## src/rtl/func_table_scanner.sv

```systemverilog
// Truth-table scanner for a combinational N-input boolean function unit.
// Steps every input value, samples the output and compares to a latched table.
module func_table_scanner #(
    parameter int N_IN = 4,
    parameter int SETTLE_CYCLES = 1,
    localparam int TW = 2 ** N_IN
) (
    input  logic            clk,
    input  logic            rst_n,
    input  logic            start,
    input  logic            abort,
    input  logic [TW-1:0]   expected,
    output logic [N_IN-1:0] dut_in,
    input  logic            dut_f,
    output logic            busy,
    output logic            done,
    output logic [TW-1:0]   table_out,
    output logic [N_IN:0]   err_count,
    output logic [N_IN-1:0] first_err_idx,
    output logic            mismatch
);

    localparam int CW = $clog2(SETTLE_CYCLES + 1);
    localparam int EW = N_IN + 1;
    localparam logic [CW-1:0] CNT_LOAD = CW'(SETTLE_CYCLES);
    localparam logic [CW-1:0] CNT_ONE = CW'(1);
    localparam logic [N_IN-1:0] LAST = N_IN'(TW - 1);
    localparam logic [N_IN-1:0] IDX_ONE = N_IN'(1);
    localparam logic [EW-1:0] ERR_ONE = EW'(1);

    typedef enum logic [1:0] {
        IDLE,
        SETTLE,
        SAMPLE,
        DONE
    } state_t;

    state_t state_q;
    state_t state_d;

    logic [N_IN-1:0] idx;
    logic [CW-1:0] cnt;
    logic [TW-1:0] exp_q;
    logic hit_err;

    assign busy = (state_q != IDLE);
    assign done = (state_q == DONE);
    assign mismatch = (err_count != '0);
    assign hit_err = (dut_f != exp_q[idx]);

    // State register
    always_ff @(posedge clk or negedge rst_n) begin
        if (!rst_n) begin
            state_q <= IDLE;
        end else begin
            state_q <= state_d;
        end
    end

    // Next-state: abort beats start and cancels any settle/sample step
    always_comb begin
        state_d = state_q;
        unique case (state_q)
            IDLE: begin
                if (start && !abort) state_d = SETTLE;
            end
            SETTLE: begin
                if (abort) state_d = IDLE;
                else if (cnt == CNT_ONE) state_d = SAMPLE;
            end
            SAMPLE: begin
                if (abort) state_d = IDLE;
                else if (idx == LAST) state_d = DONE;
                else state_d = SETTLE;
            end
            DONE: begin
                state_d = IDLE;
            end
            default: state_d = IDLE;
        endcase
    end

    // Scan datapath: drive index, count settle time, record and score samples
    always_ff @(posedge clk or negedge rst_n) begin
        if (!rst_n) begin
            idx <= '0;
            cnt <= '0;
            exp_q <= '0;
            dut_in <= '0;
            table_out <= '0;
            err_count <= '0;
            first_err_idx <= '0;
        end else begin
            unique case (state_q)
                IDLE: begin
                    if (start && !abort) begin
                        exp_q <= expected;
                        idx <= '0;
                        dut_in <= '0;
                        cnt <= CNT_LOAD;
                        table_out <= '0;
                        err_count <= '0;
                        first_err_idx <= '0;
                    end
                end
                SETTLE: begin
                    if (abort) dut_in <= '0;
                    else cnt <= cnt - CNT_ONE;
                end
                SAMPLE: begin
                    if (abort) begin
                        dut_in <= '0;
                    end else begin
                        table_out[idx] <= dut_f;
                        if (hit_err) begin
                            err_count <= err_count + ERR_ONE;
                            if (err_count == '0) first_err_idx <= idx;
                        end
                        if (idx != LAST) begin
                            idx <= idx + IDX_ONE;
                            dut_in <= idx + IDX_ONE;
                            cnt <= CNT_LOAD;
                        end
                    end
                end
                DONE: begin
                    dut_in <= '0;
                end
                default: dut_in <= '0;
            endcase
        end
    end

endmodule

```

## config.mk

```make
export PLATFORM = sky130hd
export DESIGN_NAME = func_table_scanner
export DESIGN_NICKNAME = d
export VERILOG_FILES = /design/src/rtl/func_table_scanner.sv
export SDC_FILE = /design/constraint.sdc
export NUM_CORES = 1
export LEC_CHECK = 0
export ABC_AREA = 1
export CAP_MARGIN = 20
export CORE_MARGIN = 10
export CORE_UTILIZATION = 50
export CTS_CLUSTER_DIAMETER = 30
export CTS_CLUSTER_SIZE = 25
export DETAILED_ROUTE_END_ITERATION = 8
export PLACE_DENSITY = 0.78
export SLEW_MARGIN = 15
export SYNTH_ARGS = -nofsm -noshare
export SYNTH_HDL_FRONTEND = slang
export SYNTH_SLANG_ARGS = --single-unit
export TNS_END_PERCENT = 20
```

## constraint.sdc

```tcl
create_clock -name clk -period 2 [get_ports clk]
set_input_delay 0.4 -clock clk [delete_from_list [all_inputs] [get_ports clk]]
set_output_delay 0.4 -clock clk [all_outputs]
set_load 0.02 [all_outputs]
```

==> Yosys cells after proc, flatten, opt, wreduce, memory -nomap -nowiden <==
Index checks and enable logic that the tools add are counted.
W data, S select, Z words.
{ "totals": {"mem_bits_ro": 0, "mem_count": 0, "output_inout_bits": 32, "latch_bits": 0, "input_bits": 21, "ram_bits": 0, "reg_bits": 52, "wordCells": 79} }
{ "classes": {"bitwise_logic": 0, "n_reduce_logical": 17, "n_addsub": 3, "n_lt_le_gt_ge": 2, "mul": 0, "shift": 0, "muxes": 34, "eq_ne": 15, "div": 0} }
{ "op_table": {"columns": ["cell", "n"], "rows": [
  ["$mux W16", 2],
  ["$mux W4", 8],
  ["$pmux W16 S2", 1],
  ["$bwmux W16", 1],
  ["$pmux W4 S2", 2],
  ["$pmux W4 S4", 1],
  ["$mux W5", 3],
  ["$ne A2 B2 Y1 const B", 7],
  ["$mux W2", 5],
  ["$pmux W5 S2", 1],
  ["$reduce_and A5 Y1", 2],
  ["$pmux W2 S4", 1],
  ["$reduce_and A4 Y1", 2],
  ["$mux W1", 6],
  ["$ne A3 B3 Y1 const B", 2],
  ["$reduce_and A3 Y1", 2],
  ["$add A5 B1 Y5 const B", 1],
  ["$logic_not A5 Y1", 1],
  ["$lt A4 B5 Y1 const B", 1],
  ["$reduce_bool A5 Y1", 1],
  ["$add A4 B1 Y4 const B", 1],
  ["$bmux W1 S4", 1],
  ["$demux W1 S4", 1],
  ["$eq A2 B2 Y1 const B", 2],
  ["13 further kinds", 16]
]} }

==> Logic depth before layout (Yosys ltp) <==
{ "logic_depth": {"depth_word": 7, "depth_mapped": 14, "ltp_nobuf": 12} }

==> Worst setup path before layout <==
No wires, ideal clock.
{ "synth_path": {"path_kind": "flip-flop to flip-flop", "from": "register idx[0]", "to": "register first_err_idx[0]", "path_buffers": 2, "arrival_ps": 1428, "setup_slack_ps": 455, "setup_time_ps": 117, "required_time_ps": 1883, "stages_incl_launch_ff": 15, "path_cell_list": "dfrtp_1 buf_6 inv_6 buf_12 nand2_2 nand3_1 nand2_1 nand2_1 nand2_2 nor2_1 nand2_2 nand3_2 nand3_2 nand2_1 nand2_1"} }
{ "synth_via": {"elab_chain_len": 5, "elab_cells_between_ends": 9} }
{ "synth_lines": {"columns": ["element", "line", "rtl"], "rows": [
  ["from (decl)", "41", "logic [N_IN-1:0] idx;"],
  ["from (signal assigned)", "120", "idx <= idx + IDX_ONE;"],
  ["$bmux W1 S4", "49", "assign hit_err = (dut_f != exp_q[idx]);"],
  ["$mux W1 (implied by the code)", "49", null],
  ["$ne A1 B1 Y1", "49", null],
  ["$ne A2 B2 Y1 (no line)", null, null],
  ["$reduce_and A5 Y1 (no line)", null, null],
  ["to (signal assigned)", "117", "if (err_count == '0) first_err_idx <= idx;"],
  ["to (decl)", "19", "output logic [N_IN-1:0] first_err_idx,"]
]} }
Parallel ways exist; a longest one is shown, timed or not. The select of a mux whose other input is x is not followed.
A chain may end at the register's enable or synchronous reset.

==> Worst setup path after layout <==
{ "layout_path": {"from": "register state_q[1]", "to": "output port done"} }
{ "layout_via": {"elab_chain_len": 1} }
{ "layout_lines": {"columns": ["element", "line", "rtl"], "rows": [
  ["from (decl)", "38", "state_t state_q;"],
  ["from (signal assigned)", "56", "state_q <= state_d;"],
  ["$eq A2 B2 Y1", "47", "assign done = (state_q == DONE);"],
  ["to (decl)", "16", "output logic done,"]
]} }
No other way between the ends.

==> flow_metrics.py <==
metrics = {
    "cts": {
        "cts_tree": "done",
        "cts_setup_buffers": 0,
        "path_clk_slew_ns": 0.09,
        "root_buffer": "clkbuf_8",
        "clk_latency_ns": 0.31,
        "clock-sinks": 52,
        "cts.path.max_buffers": 2,
        "htree_levels": 2,
        "numCtsBuffers": 5,
        "hold_buffers": 0,
    },
    "sta": {
        "max-slew-margin-rel": 0.668,
        "finalSetupViolCount": 0,
        "skew_ns": 0.00843,
        "slew_violations": 0,
        "rsz0062_at_grt": "no",
        "finalSetupTns_ns": 0,
        "hold_viol_final": 0,
        "min_period_ns": 1.93,
        "fin_crit_sh": 0.964,
        "max_freq_ghz": 0.519,
        "worst_slew_pin_slew_ns": 0.497,
    },
    "global_route": {
        "grtUsageMet1": 0.180,
        "overflow": 0,
        "grt_pass1_vias": 2290,
        "grt_pass1_wl_um": 10900,
        "grt.met3_usage": 0.0404,
        "grt_start_max_net_pins": 33,
        "track_usage": 0.150,
        "antenna_found_initial": 0,
        "grt-busiest-layer": "met2",
        "use_met2": 0.256,
    },
    "placed_design": {
        "io_buffers": 52,
        "gp_congestion": 0.909,
        "place_hpwl_um": 4630,
    },
    "synthesis": {
        "syn-num-nets": 347,
        "synthAdderAreaFrac": 0.0283,
        "synth_area_um2": 2660,
        "synthMuxAreaShare": 0,
        "yosysUniqueCellTypes": 31,
        "synth_xor_area_frac": 0.0132,
        "synth_area_per_cell_um2": 8.30,
        "synth_top_family_by_area": "simple AND/OR/NAND/NOR gates",
        "yosys.area_share.simple": 0.228,
        "yosysWarnings": 0,
        "synth_compound_area_frac": 0.145,
        "ys_seq_area_frac": 0.490,
        "synthesis.instances": 320,
        "ys_ff_latch": 52,
    },
    "critical_path": {
        "worstPathMaxFanout": 6,
        "crit_buf_inv": 2,
        "cp.required_ns": 1.60,
        "cpPeakStageDelay_ns": 0.61,
        "cp_top_family": "buffers and inverters",
        "start_kind": "flop",
        "startpoint": "state_q[1]$_DFFE_PN0P_",
        "reg2reg_to": "err_count[4]$_DFFE_PN0P_",
        "r2r_slack_ns": 0.27,
        "r2r_start": "idx[2]$_DFFE_PN0P_",
        "end_kind": "primary output",
        "rr_worst_depth": 10,
        "crit_type": "reg -> out",
        "worst-endpoint-arrival_ns": 1.53,
        "cp_slowest_cell": "clkdlybuf4s50_1",
        "critical_path.cell_chain": "nand2_1, inv_1, clkdlybuf4s50_1",
    },
    "pwr": {
        "pwr-share-clk": 0.280,
        "p_total_w": 0.00224,
        "p_int_w": 0.00158,
        "p_seq_frac": 0.524,
        "p_sw_frac": 0.293,
        "power_leakage_nw": 1.57,
        "power_frac_comb": 0.196,
        "pwr_density_cell_nw_per_um2": 670,
        "ir_worst_vdd_uv": 415,
        "switchingPower_w": 0.000656,
    },
    "floorplan": {
        "core_area_um2": 5140,
        "start_util": 0.517,
        "die_h_um": 92.9,
        "die_area_um2": 8620,
        "rows": 26,
        "io_pins": 53,
        "die_w_um": 92.9,
    },
    "detailed_routing": {
        "drt_iter0_drc": 133,
        "via_count": 2256,
        "wl_per_cell_um": 14.0,
        "vias_per_cell": 5.05,
        "drc": 0,
        "wl_um": 6260,
        "first_pass_iters": 4,
        "final_antenna_net_count": 0,
    },
    "outcome": {
        "outcome": "finished clean",
    },
    "finish": {
        "syn_to_final_growth_pct": 26.0,
        "drive_above_1_share": 0.0928,
        "fin_nets": 403,
        "multi_input_comb_area_um2": 1100,
        "nFillCells": 481,
        "diodes": 0,
        "seq_area_um2": 1300,
    },
    "min_path": {
        "hp-class": "in -> async",
    },
    "flow_run": {
        "maxCapViolations": 0,
    },
}
layout make-up:
cell class	count	share of cell area
Clock buffer	7	0.0258
Clock inverter	1	0.00224
Inverter	48	0.0568
Multi-Input combinational cell	211	0.329
Sequential cell	52	0.390
Tap cell	70	0.0262
Timing Repair Buffer	58	0.171
cells in the final DEF, fill, tap and decap left out, types with 2 or more instances in the layout:
| cell type | instances |
|---|---|
| nand2_1 | 65 |
| dfrtp_2 | 2 |
| or2_2 | 3 |
| ha_1 | 6 |
| nand3_1 | 16 |
| nor2_1 | 31 |
| dfrtp_1 | 50 |
| nand4_1 | 4 |
| inv_1 | 46 |
| dlygate4sd2_1 | 2 |
| inv_6 | 2 |
| clkbuf_8 | 6 |
| o21ai_1 | 5 |
| xor2_1 | 4 |
| nand2_2 | 6 |
| o22ai_1 | 15 |
| buf_4 | 5 |
| o21ai_0 | 10 |
| clkdlybuf4s50_1 | 49 |
| nand3_2 | 3 |
| a21oi_1 | 33 |
power groups by stage:
stage | Combinational, W | Clock [W] | Sequential (W)
global route | 0.000503 | 0.000672 | 0.00118
CTS | 0.000443 | 0.000631 | 0.00117
finish | 0.000438 | 0.000628 | 0.00117
detailed placement | 0.000444 | 0 | 0.00119
floorplan | 0.000297 | 0 | 0.00119
global placement | 0.000430 | 0 | 0.00119
how the worst max path moves through the flow:
stage | to | slack, ns | depth (start not counted)
after CTS | done | 0.06 | 3
after global placement | idx[1]$_DFFE_PN0P_ | 0.08 | 6
final | done | 0.07 | 3
after detailed placement | idx[1]$_DFFE_PN0P_ | -0.07 | 6
after floorplan | first_err_idx[0]$_DFFE_PN0P_ | 0.45 | 14
after global routing | done | 0.002 | 3
cells by family after synthesis:
kind of cell             count (synthesis)
AO/OA/AOI/OAI                           68
XOR/XNOR                                 4
adder cells (fa/ha/maj)                  6
buffers and inverters                   57
flip-flops                              52
AND/OR/NAND/NOR                        133
metal layers:
metal / share of wire / up-vias
met2: 0.50 / 63
met3: 0.064 / 6
met1: 0.43 / 1045
met5: 0 / -
li1: - / 1142
met4: 0.011 / 0
state kept, by name (all words and copies together) (netlist names):
register,flops
dut_in,4
idx,4
first_err_idx,4
err_count,5
exp_q,16
table_out,16
cnt,1
state_q,2
synthesized netlist by cell type, drive strengths merged:
cell / instances / area [um^2]
nand2: 72 / 293
dfrtp: 52 / 1300
inv: 48 / 190
a21oi: 34 / 181
nor2: 32 / 128
nand3: 20 / 128
o21ai: 15 / 75.1
o22ai: 15 / 93.8
ha: 6 / 75.1
buf: 5 / 48.8
clkbuf: 4 / 15.0
nand4: 4 / 25.0
xor2: 4 / 35.0
or2: 3 / 18.8
a31oi: 1 / 6.26
nand3b: 1 / 7.51
nor3: 1 / 5.00
o211a: 1 / 10.0
o21bai: 1 / 11.3
o31ai: 1 / 7.51
repair_timing:
| item | 4_1_cts | 5_1_grt |
|---|---|---|
| gates resized for setup | 3 | 1 |
| pin swaps | 0 | 0 |
| setup endpoints to repair | 3 | 2 |
through the flow:
| stage | hold WS [ns] | utilization | setup WS [ns] | instance area (um^2) | cells |
|---|---|---|---|---|---|
| after global routing | 0.0800 | 0.651 | 0.00196 | 3350 | 447 |
| after detailed placement | 0.397 | 0.633 | -0.0715 | 3250 | 439 |
| final | 0.0460 | 0.651 | 0.0728 | 3350 | 447 |
| after CTS | 0.0616 | 0.651 | 0.0646 | 3340 | 447 |
| after global placement | 0.390 | 0.633 | 0.0767 | 3250 | 439 |
| after floorplan | 0.104 | - | 0.455 | 2660 | 320 |
(Power assumes the default switching activity.)
